<file path="config.mk">
export PLATFORM = sky130hd
export DESIGN_NAME = rr_arb_mux
export DESIGN_NICKNAME = d
export VERILOG_FILES = /design/src/rtl/rr_arb_mux.sv
export SDC_FILE = /design/constraint.sdc
export NUM_CORES = 1
export LEC_CHECK = 0
export ABC_AREA = 1
export CAP_MARGIN = 20
export CORE_AREA = 2 2 123 125
export DETAILED_ROUTE_END_ITERATION = 6
export DIE_AREA = 0 0 125 127
export PLACE_DENSITY = 0.83
export SYNTH_ARGS = -nofsm -noshare
export SYNTH_HDL_FRONTEND = slang
export SYNTH_SLANG_ARGS = --single-unit
</file>
<file path="constraint.sdc">
create_clock -name i_clk -period 5.1 [get_ports i_clk]
set_input_delay 1.02 -clock i_clk [delete_from_list [all_inputs] [get_ports i_clk]]
set_output_delay 1.02 -clock i_clk [all_outputs]
set_load 0.05 [all_outputs]
</file>
<file path="src/rtl/rr_arb_mux.sv">
// rtl/rr_arb_mux.sv - round-robin arbitrating mux with registered valid/ready output stage
// Optional burst lock via ARB_MUX_LOCK_EN (in_last holds the grant until the last beat).
module rr_arb_mux #(
   parameter  int N     = 8,
   parameter  int WIDTH = 32,
   localparam int SELW  = (N > 1) ? $clog2(N) : 1
) (
   input  logic                 i_clk,
   input  logic                 i_rst_n,
   input  logic [N-1:0]         i_in_valid,
   input  logic [N*WIDTH-1:0]   i_in_data,
   output logic [N-1:0]         o_in_ready,
   input  logic [N-1:0]         i_in_last,
   output logic                 o_out_valid,
   output logic [WIDTH-1:0]     o_out_data,
   output logic [SELW-1:0]      o_out_sel,
   output logic                 o_out_last,
   input  logic                 i_out_ready
);

   logic [SELW-1:0]  r_ptr;
   logic             r_out_valid;
   logic [WIDTH-1:0] r_out_data;
   logic [SELW-1:0]  r_out_sel;

   logic             w_found;
   logic [SELW-1:0]  w_gnt;
   logic [SELW:0]    w_idx;
   logic             w_load;
   logic             w_xfer;
   logic [WIDTH-1:0] w_gnt_data;
   logic [SELW-1:0]  w_ptr_next;

`ifdef ARB_MUX_LOCK_EN
   logic             r_lock;
   logic [SELW-1:0]  r_lock_sel;
   logic             r_out_last;
`else
   logic             w_unused_last;
   assign w_unused_last = ^i_in_last;
`endif

   // Search ptr, ptr+1, ... with wrap at N (N need not be a power of two).
   always_comb begin
      w_found = 1'b0;
      w_gnt   = '0;
      w_idx   = '0;
`ifdef ARB_MUX_LOCK_EN
      if (r_lock) begin
         w_found = i_in_valid[r_lock_sel];
         w_gnt   = r_lock_sel;
      end else
`endif
      begin
         for (int k = 0; k < N; k++) begin
            w_idx = {1'b0, r_ptr} + (SELW+1)'(k);
            if (w_idx >= (SELW+1)'(N))
               w_idx = w_idx - (SELW+1)'(N);
            if (!w_found && i_in_valid[w_idx[SELW-1:0]]) begin
               w_found = 1'b1;
               w_gnt   = w_idx[SELW-1:0];
            end
         end
      end
   end

   always_comb begin
      w_gnt_data = '0;
      for (int i = 0; i < N; i++)
         if (w_gnt == SELW'(i))
            w_gnt_data = i_in_data[i*WIDTH +: WIDTH];
   end

   assign w_load     = !r_out_valid || i_out_ready;
   assign w_xfer     = w_load && w_found;
   assign w_ptr_next = (w_gnt == SELW'(N-1)) ? '0 : w_gnt + SELW'(1);

   always_comb begin
      o_in_ready = '0;
      if (w_xfer)
         o_in_ready[w_gnt] = 1'b1;
   end

   always_ff @(posedge i_clk or negedge i_rst_n) begin
      if (!i_rst_n) begin
         r_ptr       <= '0;
         r_out_valid <= 1'b0;
         r_out_data  <= '0;
         r_out_sel   <= '0;
`ifdef ARB_MUX_LOCK_EN
         r_lock      <= 1'b0;
         r_lock_sel  <= '0;
         r_out_last  <= 1'b0;
`endif
      end else if (w_xfer) begin
         r_out_valid <= 1'b1;
         r_out_data  <= w_gnt_data;
         r_out_sel   <= w_gnt;
`ifdef ARB_MUX_LOCK_EN
         r_out_last  <= i_in_last[w_gnt];
         if (i_in_last[w_gnt]) begin
            r_lock <= 1'b0;
            r_ptr  <= w_ptr_next;
         end else begin
            r_lock     <= 1'b1;
            r_lock_sel <= w_gnt;
         end
`else
         r_ptr       <= w_ptr_next;
`endif
      end else if (i_out_ready) begin
         r_out_valid <= 1'b0;
      end
   end

   assign o_out_valid = r_out_valid;
   assign o_out_data  = r_out_data;
   assign o_out_sel   = r_out_sel;
`ifdef ARB_MUX_LOCK_EN
   assign o_out_last  = r_out_last;
`else
   assign o_out_last  = 1'b0;
`endif

endmodule

</file>
-- Word level (Yosys, flattened, before mapping)
Index checks and enable logic that the tools add are counted.
- add/subtract/negate cells: 16
- multipliers: 0
- divide/modulo/power cells: 0
- order comparisons: 18
- eq/ne operators: 7
- shift operators: 0
- multiplexer cells: 54
- bitwise gates (word level): 0
- reduce and logical (&&, ||, !) cells: 20
- operator list (kind ; count):
    $mux W32 ; 8
    $mux W3 ; 17
    $lt A3 B4 Y1 const B ; 9
    $ge A4 B4 Y1 const B ; 7
    $bmux W1 S3 ; 8
    $sub A3 B1 Y3 const B ; 8
    $mux W1 ; 19
    $add A3 B3 Y4 const B ; 4
    $eq A3 B3 Y1 const B ; 4
    $logic_and A1 B1 Y1 ; 9
    $add A3 B2 Y4 const B ; 2
    $logic_not A1 Y1 ; 8
    $mux W8 ; 1
    $eq A3 B2 Y1 const B ; 2
    $add A3 B1 Y4 const B ; 1
    $ge A3 B4 Y1 const B ; 1
    $add A3 B1 Y3 const B ; 1
    $demux W1 S3 ; 1
    $eq A3 B1 Y1 const B ; 1
    $ge A3 B1 Y1 const B ; 1
    $logic_not A3 Y1 ; 1
    $reduce_bool A2 Y1 ; 1
    $logic_or A1 B1 Y1 ; 1
- register bits: 39
- bits in latches: 0
- RAM bits: 0
- bits in read-only memories: 0
- input port bits: 275
- output and inout bits: 45
- word-level logic and storage cells: 119
- memories: 0

-- Depth between registers and ports, before layout
- depth after elaboration: 35
- depth in mapped cells: 31
- depth with buffers taken out: 27

-- Worst setup path before layout
No wires, ideal clock.
- kind: flip-flop to output port
- from: register r_ptr[0]
- to: output port o_in_ready[0]
- data arrival time: 3547 ps
- required time: 4080 ps
- slack: 533 ps
- stages on the path, launching flop included: 18
- path buffers: 4
- cells stage by stage: dfrtp_1 buf_6 inv_2 buf_6 ha_1 inv_1 nand3_1 nand3_2 nand2_2 nor2_4 nand4_4 nor2_8 nand3_2 nand2_4 nand2_4 buf_6 clkbuf_1 nor3_1
- word-level cells in the longest chain between the ends: 31
- elaborated cells between the ends (all ways): 84
- those cells by class: 15 x add/sub; 10 x order compare; 43 x mux; 16 x reduce/logical
- RTL lines (what ; line ; source):
    start, declared ; 21 ; logic [SELW-1:0] r_ptr;
    start signal, assigned ; 109 ; r_ptr <= w_ptr_next;
    branches (longest 30 deep; another with $add A3 B1 Y4) ; - ;
    $mux W8 (*) ; 80 ; if (w_xfer)
    end, declared ; 12 ; output logic [N-1:0] o_in_ready,
Every way passes the cells marked *. The select of a mux whose other input is x is not followed.

-- Final worst setup path
- from: register r_ptr[0]
- to: output port o_in_ready[5]
Same word-level chain as after synthesis.

==> reports/metrics.cfg <==
[layout]
diodes=0
final_net_count=1631
n_fill_cell=1411
drive_above_1_share_pct=5.62
utilization_pct=63.2
syn_to_final_growth_pct=55.8

[worst_hold_path]
hold_depth=2
worstHoldPathType=register to register
hold_end=o_out_data[25]$_DFFE_PN0P_
holdCritStartpoint=o_out_data[25]$_DFFE_PN0P_

[synthesis]
synthesis.nets=1371
yosysMostFrequentCell=nand2_1
seq_area_frac_synth_pct=16.7
ys_ff_latch=39
synthTopCellsByCount=nand2_1, inv_1, nand3_1
yosys.area.top_type=nand2_1
ys_async_sr_fraction_pct=100
synth_warnings=0
synth.area.top_cells=nand2_1, dfrtp_1, inv_1, nand3_1, o21ai_0
synth.avg_cell_area_um2=5.36
synth_top_area_share_pct=27.6
syn_inst=1091
ys_types=38
synth_edf_count=0
syn_area_um2=5850
synthFlopType=dfrtp_1

[timing]
rsz0062_at_grt=false
finalHoldViolCount=0
drv_slew=0
fin_tns_setup_ps=0
period_needed_ps=4820
slew_headroom_pct=37.7
post-route-period-util_pct=94.5
setup_viol=0
setup_slack_ps=279
finClkSkew_ps=3.43
tightest_slew_ps=934
max_freq_ghz=0.207

[die]
num_rows=44
ios=320
start_util_pct=40.6
fp.dieH_um=127
die_w_um=125
core_um2=14400
fp.dieArea_um2=15900

[worst_setup_path]
endpoint_kind=output pin
cp_top_family=simple AND/OR/NAND/NOR gates
arrival_ps=3800
r2r_cells=26
cp-start-kind=register
crit_buf_inv=4
r2r_start=r_ptr[0]$_DFFE_PN0P_
rrSetupSlack_ps=590
r2r_end=o_out_data[5]$_DFFE_PN0P_
cp_cell_sequence=inv_2 > ha_1 > inv_1 > nand3_1 > nand3_1 > nand2_2 > nor2_4 > nand4_4 > nor2_8 > nand2_2 > nand2_1 > nand2_4 > nand2_4 > inv_1 > nor3_1 > buf_12
cp_max_fo=20
required_ps=4080
cpMaxStageDelayCell=dfrtp_1
criticalPathCategory=register to output pin
critPathMaxStageDelay_ps=540

[global_route]
grt_pass1_wl_mm=37.4
use_met2_pct=52.1
top_usage_layer=met2
grt_max_degree=65
use_met1_pct=34.2
grt_pass1_vias=7334
met3_usage_pct=6.70
grt_overflow=0
grt_antenna_before_repair=0
track_usage_pct=29.2

[clock_network]
cts_buffers=5
ctsHoldBuffers=0
post-cts-setup-buffer-count=0
cts_resized=0
cts_tree=built
clock-sinks=39
htreeDepth=2
clockBufferDepth=2
clkTransAtPathRegs_ps=60
cts-root-buf=clkbuf_16
clock_latency_ps=280

[routing]
dr.pass1.iters=6
post-route-drc-count=0
final_antenna_net_count=0
vias=7707
wire_per_inst_um=15.5
routed_wirelength_mm=23.8
drtIter0Drc=510
viasPerCell=5.02

[job]
drv_cap=0

[placement]
dp.final_hpwl_mm=18.3
io_buffers=310
gp_congestion=0.917
dpl_worst_slack_ps=385

[outcome]
status=complete, no violations

## worst max-delay path by stage
| stage | startpoint | to | cells past startpoint |
|---|---|---|---|
| floorplan | r_ptr[0]$_DFFE_PN0P_ | o_in_ready[0] | 17 |
| global placement | i_in_valid[5] | o_in_ready[5] | 15 |
| detailed placement | i_in_valid[5] | o_in_ready[5] | 15 |
| CTS | r_ptr[0]$_DFFE_PN0P_ | o_in_ready[5] | 16 |
| global route | r_ptr[0]$_DFFE_PN0P_ | o_in_ready[5] | 16 |
| finish | r_ptr[0]$_DFFE_PN0P_ | o_in_ready[5] | 16 |
## final cells by class
cell class	count	area [µm²]	area share [%]
clock buffers	6	139	1.52
clock inverters	2	35.0	0.384
inverters	183	687	7.53
multi-input cells	794	3740	41.1
flip-flops and latches	39	976	10.7
well taps	184	230	2.52
repair buffers	328	3310	36.3
## routing by layer
metal / wire length (µm) / vias to the layer above / part of all wire [%]
met3: 1900 / 60 / 8.0
met1: 9200 / 3407 / 39
met4: 1030 / 0 / 4.3
met2: 11700 / 334 / 49
met5: 0 / - / 0
li1: - / 3906 / -
## sequential cells by signal, summed over array words and instances (netlist names)
signal,cells
o_out_valid,1
o_out_data,32
r_ptr,3
o_out_sel,3
## worst min-delay path, delay by kind of cell, from the launching register on
kind | cells | cell delay (ps)
flip-flops | 1 | 340
AND/OR/NAND/NOR | 2 | 110
## cells by family (layout without fill, tap and decap cells)
family	after synthesis	count (layout)	synth area share [%]
AND/OR/NAND/NOR	644	644	49.2
flip-flops	39	39	16.7
other	1	1	0.0641
AO/OA/AOI/OAI	140	140	12.9
XOR/XNOR	4	4	0.727
buffers and inverters	258	519	19.4
adder cells (fa/ha/maj)	5	5	1.07
## through the flow
step	hold slack, ps	std cells	cell area (µm²)
after detailed placement	467	1527	8930
after global routing	502	1536	9120
final	481	1536	9120
after floorplan	599	1091	5850
after global placement	461	1527	8930
after CTS	482	1535	9100
## cells in the final DEF (no fill, tap or decap), types with 2 or more instances in the layout
cell type | Yosys | routed
nand2_1 | 431 | 430
clkdlybuf4s50_1 | 0 | 301
inv_1 | 175 | 175
nand3_1 | 95 | 95
o21ai_0 | 74 | 74
dfrtp_1 | 39 | 39
nand4_1 | 35 | 35
a31oi_1 | 32 | 32
o21ai_1 | 30 | 30
or2_0 | 27 | 27
buf_4 | 8 | 18
nor2_1 | 17 | 17
nand2_2 | 11 | 12
nand3_2 | 7 | 7
buf_12 | 0 | 7
inv_2 | 6 | 6
nor3_1 | 6 | 6
ha_1 | 5 | 5
clkbuf_16 | 0 | 5
or2_2 | 4 | 4
nor2_4 | 3 | 3
nand2_4 | 3 | 3
xor2_1 | 2 | 2
clkinv_1 | 2 | 2
Power is not shown: default switching activity piles up to over one toggle a cycle in this logic, so the estimate is an artifact.
